===== config.mk =====
export PLATFORM = sky130hd
export DESIGN_NAME = uc_multiciclo
export DESIGN_NICKNAME = d
export VERILOG_FILES = /design/src/rtl/polirv_pkg.sv /design/src/rtl/uc_alu_dec.sv /design/src/rtl/uc_multiciclo.sv
export SDC_FILE = /design/constraint.sdc
export NUM_CORES = 1
export LEC_CHECK = 0
export CAP_MARGIN = 20
export CORE_MARGIN = 1.5
export CORE_UTILIZATION = 40
export DETAILED_ROUTE_END_ITERATION = 8
export PLACE_DENSITY_LB_ADDON = 0.08
export SYNTH_ARGS = -nofsm -noshare
export SYNTH_HDL_FRONTEND = slang
export SYNTH_HIERARCHICAL = 1
export SYNTH_SLANG_ARGS = --single-unit

===== constraint.sdc =====
create_clock -name clk -period 2.5 [get_ports clk]
set_input_delay 0.5 -clock clk [delete_from_list [all_inputs] [get_ports clk]]
set_output_delay 0.5 -clock clk [all_outputs]
set_load 0.1 [all_outputs]

===== src/rtl/polirv_pkg.sv =====
// Shared polirv control definitions: opcodes, ALU command codes, ALU flag indices,
// multicycle FSM states and the opcode classifier used by both control units.
package polirv_pkg;

   localparam logic [6:0] OP_R      = 7'b0110011;
   localparam logic [6:0] OP_I      = 7'b0010011;
   localparam logic [6:0] OP_LOAD   = 7'b0000011;
   localparam logic [6:0] OP_STORE  = 7'b0100011;
   localparam logic [6:0] OP_BRANCH = 7'b1100011;

   localparam logic [3:0] ALU_AND = 4'b0000;
   localparam logic [3:0] ALU_OR  = 4'b0001;
   localparam logic [3:0] ALU_ADD = 4'b0010;
   localparam logic [3:0] ALU_SUB = 4'b0110;

   localparam int unsigned FLAG_ZERO = 0;
   localparam int unsigned FLAG_MSB  = 1;
   localparam int unsigned FLAG_OVF  = 2;

   typedef enum logic [2:0] {
      S_FETCH,
      S_DECODE,
      S_EXEC,
      S_MEM,
      S_WB,
      S_TRAP
   } uc_state_e;

   typedef enum logic [2:0] {
      CLS_NONE,
      CLS_R,
      CLS_I,
      CLS_LOAD,
      CLS_STORE,
      CLS_BRANCH
   } op_class_e;

   function automatic op_class_e opcode_class(input logic [6:0] op);
      op_class_e cls;
      case (op)
         OP_R:      cls = CLS_R;
         OP_I:      cls = CLS_I;
         OP_LOAD:   cls = CLS_LOAD;
         OP_STORE:  cls = CLS_STORE;
         OP_BRANCH: cls = CLS_BRANCH;
         default:   cls = CLS_NONE;
      endcase
      return cls;
   endfunction

endpackage


===== src/rtl/uc_alu_dec.sv =====
// ALU command decoder shared by the single-cycle and multicycle control units.
// alu_ok is low for encodings the datapath cannot execute.
module uc_alu_dec
   import polirv_pkg::*;
(
   input  op_class_e  op_class,
   input  logic [2:0] funct3,
   input  logic       funct7b5,
   output logic [3:0] alu_cmd,
   output logic       alu_ok
);

   always_comb begin
      alu_cmd = ALU_AND;
      alu_ok  = 1'b0;
      case (op_class)
         CLS_R, CLS_I: begin
            alu_ok = 1'b1;
            case (funct3)
               3'b000:  alu_cmd = (op_class == CLS_R && funct7b5) ? ALU_SUB : ALU_ADD;
               3'b111:  alu_cmd = ALU_AND;
               3'b110:  alu_cmd = ALU_OR;
               default: alu_ok  = 1'b0;
            endcase
         end
         CLS_LOAD, CLS_STORE: begin
            alu_cmd = ALU_ADD;
            alu_ok  = 1'b1;
         end
         CLS_BRANCH: begin
            alu_cmd = ALU_SUB;
            alu_ok  = (funct3 == 3'b000) || (funct3 == 3'b001);
         end
         default: begin
            alu_cmd = ALU_AND;
            alu_ok  = 1'b0;
         end
      endcase
   end

endmodule


===== src/rtl/uc_multiciclo.sv =====
// Multicycle polirv control unit: FETCH/DECODE/EXEC/MEM/WB FSM with memory wait-state
// handshake, bus timeout and sticky error flags. Define UC_PERF_CNT_EN for perf counters.
module uc_multiciclo
   import polirv_pkg::*;
#(
   parameter int unsigned OPCODE_BITS = 7,
   parameter int unsigned MEM_TIMEOUT = 16,
   parameter int unsigned CNT_BITS    = 32
) (
   input  logic                   clk,
   input  logic                   rst_n,
   input  logic [OPCODE_BITS-1:0] opcode,
   input  logic [2:0]             funct3,
   input  logic                   funct7b5,
   input  logic [3:0]             alu_flags,
   input  logic                   i_mem_ready,
   input  logic                   d_mem_ready,
   output logic                   ir_we,
   output logic                   pc_we,
   output logic                   pc_src,
   output logic                   i_mem_re,
   output logic                   d_mem_re,
   output logic                   d_mem_we,
   output logic                   rf_we,
   output logic                   rf_src,
   output logic                   alu_src,
   output logic [3:0]             alu_cmd,
   output logic                   illegal,
   output logic                   bus_err
`ifdef UC_PERF_CNT_EN
   ,
   output logic [CNT_BITS-1:0]    cycle_cnt,
   output logic [CNT_BITS-1:0]    instret_cnt
`endif
);

   localparam int unsigned WAIT_W = (MEM_TIMEOUT > 1) ? $clog2(MEM_TIMEOUT) : 1;
   localparam logic [WAIT_W-1:0] WAIT_LAST = WAIT_W'(MEM_TIMEOUT - 1);

   uc_state_e         state_q, state_d;
   logic [WAIT_W-1:0] wait_q, wait_d;
   logic              illegal_q, illegal_d;
   logic              bus_err_q, bus_err_d;

   op_class_e  op_class;
   logic [3:0] dec_cmd;
   logic       dec_ok;
   logic       zero;
   logic       taken;
   logic       timeout;
   logic       unused_flags;

   assign op_class     = opcode_class(7'(opcode));
   assign zero         = alu_flags[FLAG_ZERO];
   assign taken        = (funct3 == 3'b000 && zero) || (funct3 == 3'b001 && !zero);
   assign timeout      = (MEM_TIMEOUT != 0) && (wait_q == WAIT_LAST);
   assign unused_flags = ^{alu_flags[FLAG_MSB], alu_flags[FLAG_OVF], alu_flags[3]};

   uc_alu_dec u_alu_dec (
      .op_class (op_class),
      .funct3   (funct3),
      .funct7b5 (funct7b5),
      .alu_cmd  (dec_cmd),
      .alu_ok   (dec_ok)
   );

   always_comb begin
      state_d   = state_q;
      wait_d    = wait_q;
      illegal_d = illegal_q;
      bus_err_d = bus_err_q;
      ir_we     = 1'b0;
      pc_we     = 1'b0;
      pc_src    = 1'b0;
      i_mem_re  = 1'b0;
      d_mem_re  = 1'b0;
      d_mem_we  = 1'b0;
      rf_we     = 1'b0;
      rf_src    = 1'b0;
      alu_src   = 1'b0;
      alu_cmd   = ALU_AND;

      case (state_q)
         S_FETCH: begin
            i_mem_re = 1'b1;
            if (i_mem_ready) begin
               ir_we   = 1'b1;
               pc_we   = 1'b1;
               state_d = S_DECODE;
            end else if (timeout) begin
               bus_err_d = 1'b1;
               state_d   = S_TRAP;
            end
         end
         S_DECODE: begin
            if (op_class != CLS_NONE) begin
               state_d = S_EXEC;
            end else begin
               illegal_d = 1'b1;
               state_d   = S_TRAP;
            end
         end
         S_EXEC: begin
            alu_cmd = dec_cmd;
            alu_src = (op_class == CLS_I) || (op_class == CLS_LOAD) || (op_class == CLS_STORE);
            if (!dec_ok) begin
               illegal_d = 1'b1;
               state_d   = S_TRAP;
            end else begin
               case (op_class)
                  CLS_R, CLS_I:        state_d = S_WB;
                  CLS_LOAD, CLS_STORE: state_d = S_MEM;
                  CLS_BRANCH: begin
                     pc_we   = taken;
                     pc_src  = taken;
                     state_d = S_FETCH;
                  end
                  default: begin
                     illegal_d = 1'b1;
                     state_d   = S_TRAP;
                  end
               endcase
            end
         end
         S_MEM: begin
            d_mem_re = (op_class == CLS_LOAD);
            d_mem_we = (op_class != CLS_LOAD);
            if (d_mem_ready) begin
               state_d = (op_class == CLS_LOAD) ? S_WB : S_FETCH;
            end else if (timeout) begin
               bus_err_d = 1'b1;
               state_d   = S_TRAP;
            end
         end
         S_WB: begin
            rf_we   = 1'b1;
            rf_src  = (op_class == CLS_LOAD);
            state_d = S_FETCH;
         end
         default: begin
            state_d = S_TRAP;
         end
      endcase

      // Any state change clears the wait count, so it always starts at 0 in FETCH/MEM.
      if (state_d != state_q) begin
         wait_d = '0;
      end else if ((state_q == S_FETCH && !i_mem_ready) || (state_q == S_MEM && !d_mem_ready)) begin
         wait_d = wait_q + 1'b1;
      end

      // Strobes fall with rst_n itself, not at the next edge.
      if (!rst_n) begin
         ir_we    = 1'b0;
         pc_we    = 1'b0;
         pc_src   = 1'b0;
         i_mem_re = 1'b0;
         d_mem_re = 1'b0;
         d_mem_we = 1'b0;
         rf_we    = 1'b0;
         rf_src   = 1'b0;
         alu_src  = 1'b0;
         alu_cmd  = ALU_AND;
      end
   end

   always_ff @(posedge clk or negedge rst_n) begin
      if (!rst_n) begin
         state_q   <= S_FETCH;
         wait_q    <= '0;
         illegal_q <= 1'b0;
         bus_err_q <= 1'b0;
      end else begin
         state_q   <= state_d;
         wait_q    <= wait_d;
         illegal_q <= illegal_d;
         bus_err_q <= bus_err_d;
      end
   end

   assign illegal = illegal_q;
   assign bus_err = bus_err_q;

`ifdef UC_PERF_CNT_EN
   logic [CNT_BITS-1:0] cycle_q, cycle_d;
   logic [CNT_BITS-1:0] instret_q, instret_d;

   always_comb begin
      cycle_d   = cycle_q;
      instret_d = instret_q;
      if (state_q != S_TRAP) begin
         cycle_d = cycle_q + 1'b1;
      end
      if (state_d == S_FETCH && (state_q == S_EXEC || state_q == S_MEM || state_q == S_WB)) begin
         instret_d = instret_q + 1'b1;
      end
   end

   always_ff @(posedge clk or negedge rst_n) begin
      if (!rst_n) begin
         cycle_q   <= '0;
         instret_q <= '0;
      end else begin
         cycle_q   <= cycle_d;
         instret_q <= instret_d;
      end
   end

   assign cycle_cnt   = cycle_q;
   assign instret_cnt = instret_q;
`else
   localparam int unsigned unused_cnt_bits = CNT_BITS;
`endif

endmodule

==> impl_metrics.tcl <==
set metrics [dict create \
    core_sq_um 2255 \
    antenna_found_initial 0 \
    clockBufferDepth 2 \
    grt_usage 0.2340 \
    synth_top_area_share 0.2299 \
    hold_path.class "flop to flop" \
    die_area_sq_um 2755 \
    setup_viol 4 \
    grt_pass1_wl_microns 4843 \
    netlist_area_sq_um 979.7 \
    layout_commonest_cell "buf_4" \
    fin_crit_ns 2.715 \
    wl_per_cell_microns 17.43 \
    path_cells "buf_8, nor2b_4, nor3_4, a21oi_2, nor2_4, o21ai_2, a22oi_2, o32ai_4, nand2_2, nor3_4, or2_4, buf_12" \
    remaining_drc_errors 0 \
    port_buffers 29 \
    cts.sink_count 9 \
    cp-start-kind "input port" \
    finalHoldViolCount 0 \
    crit_fanout 5 \
    crit_family "simple AND/OR/NAND/NOR gates" \
    fillers 139 \
    clock.fmax_ghz 0.3684 \
    num_vias 1217 \
    path_common_cell "nor3_4" \
    totalWireLength_microns 3608 \
    cellPowerDensity_nw_per_um2 479.2 \
    grt-ovfl-total 0 \
    syn-num-nets 137 \
    total_leakage_power_uw 0.0007811 \
    layout_common_cells "buf_4 (33), buf_12 (12), nor2_1 (11)" \
    worst_slack_ns -0.2148 \
    tns_ns -0.5506 \
    drtIter0Drc 35 \
    maxCapViolations 0 \
    drt-pass1-iter-count 4 \
    synth_area_leaders "dfrtp_1 (23%), nor2_1 (5.7%), a21oi_1 (4.6%)" \
    synth_edf_count 0 \
    finalCritPeriodShare 1.086 \
    endpoint_kind "primary output" \
    yosysTopAreaCell "dfrtp_1" \
    initial_core_util 0.4345 \
    arrival_ns 2.21 \
    io_pins 34 \
    die_x_microns 52.49 \
    ir_drop_v 0.0005235 \
    worst-slew-pin-transition_ns 0.7030 \
    async_flop_share 1.000 \
    seq_area_sq_um 225.2 \
    finalClockSkew_ns 0.002954 \
    yosysSeqAreaShare 0.2299 \
    ys_warn_count 6 \
    fin_util 0.7963 \
    cts_tree "built" \
    gp_congestion 0.7993 \
    rsz0062_at_grt "true" \
    slowest_stage "or2_4" \
    multi_input_area_sq_um 823.3 \
    syn2layout_area_growth_pct 83.27 \
    dp_hpwl_microns 2257 \
    synthCells 117 \
    die_y_microns 52.49 \
    synth_cell_types 51 \
    grt_max_degree 16 \
    required_ns 2.00 \
    antenna_cells 0 \
    ys.flop_type "dfrtp_1" \
    cts_buffers 3 \
    h-tree-depth 1 \
    violations "negative setup slack" \
    grt_pass1_vias 1101 \
    root_buffer "clkbuf_4" \
    rows 17 \
    path_clk_slew_ns 0.07 \
    status "finished, violations left" \
    slew_headroom 0.5192 \
    critical-path-max-stage-delay_ns 0.24 \
    final_antenna_net_count 0 \
    finalMaxSlewViolations 0 \
    path_class "input port to primary output" \
    fin_nets 200 \
    via_per_inst 5.879 \
    synth-seq-cells 9 \
    drive_above_1_share 0.5307 \
    synth.avg_cell_area_sq_um 8.373 \
    cp_num_buf_inv 2 \
    clk_latency_ns 0.26 \
]
[power breakdown]
group          leakage, uW  total (uW)  switching, uW  internal (uW)
Combinational     0.000650         494            281            213
Sequential        0.000116         249           80.9            168
Clock            0.0000150         118           56.0           61.6
[cells by family (layout without fill, tap and decap cells)]
family | Yosys count | count (layout) | synth area share
other | 1 | 1 | 0.003828
multiplexers | 1 | 1 | 0.01022
AO/OA/AOI/OAI | 26 | 26 | 0.2005
flip-flops | 9 | 9 | 0.2299
AND/OR/NAND/NOR | 65 | 65 | 0.4330
adder cells (fa/ha/maj) | 1 | 1 | 0.01277
XOR/XNOR | 5 | 5 | 0.04471
buffers and inverters | 9 | 71 | 0.06512
[metrics by stage]
stage	total power [uW]	hold slack [ns]	area (sq um)	instances	setup slack, ns
3_3_place_gp	690.0	0.4638	1587	193	-0.5053
2_1_floorplan	553.8	0.2044	1011	117	-0.9153
6_report	860.5	0.4861	1795	207	-0.2148
5_1_grt	889.8	0.5112	1795	207	-0.2939
3_5_place_dp	707.6	0.4710	1587	193	-0.6171
4_1_cts	824.1	0.4886	1667	202	-0.2859
[final timing paths]
| check | from | endpoint | slack, ns | cells after the start |
|---|---|---|---|---|
| max in group asynchronous | rst_n | state_q[1] | 1.76 | 2 |
| max reg2reg | wait_q[0] | wait_q[2] | 0.50 | 6 |
| max | opcode[5] | pc_we | -0.21 | 12 |
| min | illegal | illegal | 0.49 | 1 |
| min in group asynchronous | rst_n | wait_q[3] | 0.59 | 2 |
| min reg2reg | illegal | illegal | 0.49 | 1 |
[final cells by class]
class,count,area share
multi-input combinational,99,0.4585
sequential,9,0.1254
tap,28,0.01951
timing repair buffer,64,0.3742
inverter,3,0.007666
clock buffer,4,0.01463
[metal layers]
metal / global-route usage / share of wire / up-vias
met5: 0 / 0 / -
met4: 0.05128 / 0.035 / 0
met3: 0.04000 / 0.065 / 16
met2: 0.4458 / 0.51 / 60
met1: 0.2673 / 0.39 / 588
li1: - / - / 553
[worst reg2reg max path: cells and delay by family, from the launching register on]
kind	cells	cell delay (ns)
simple gates	3	0.43
compound gates	2	0.88
fa+ha+maj	1	0.19
flops	1	0.40
[flip-flops by register name, summed over array words and instances (netlist names)]
register	count
bus_err	1
wait_q	4
illegal	1
state_q	3
[Yosys cell counts (2+ instances only)]
cell type,n
a21oi_1,9
and3_2,4
xnor2_1,3
xor2_1,2
nor2b_1,3
a21oi_4,2
nand2_1,7
inv_1,3
o21bai_1,3
nor2_1,15
nand3_1,8
nor3_1,4
dfrtp_1,9
buf_4,3
and2_1,2
o21ai_0,2
and3_1,2
nor3b_1,3
[what timing repair did]
item,in CTS,in global routing
buffers inserted,5,5
hold buffers,0,0
pin swaps,11,16
hold endpoints to repair,0,0
setup endpoints to repair,13,11
resized for setup,37,24
No activity file was read; power rests on OpenSTA's default activity.
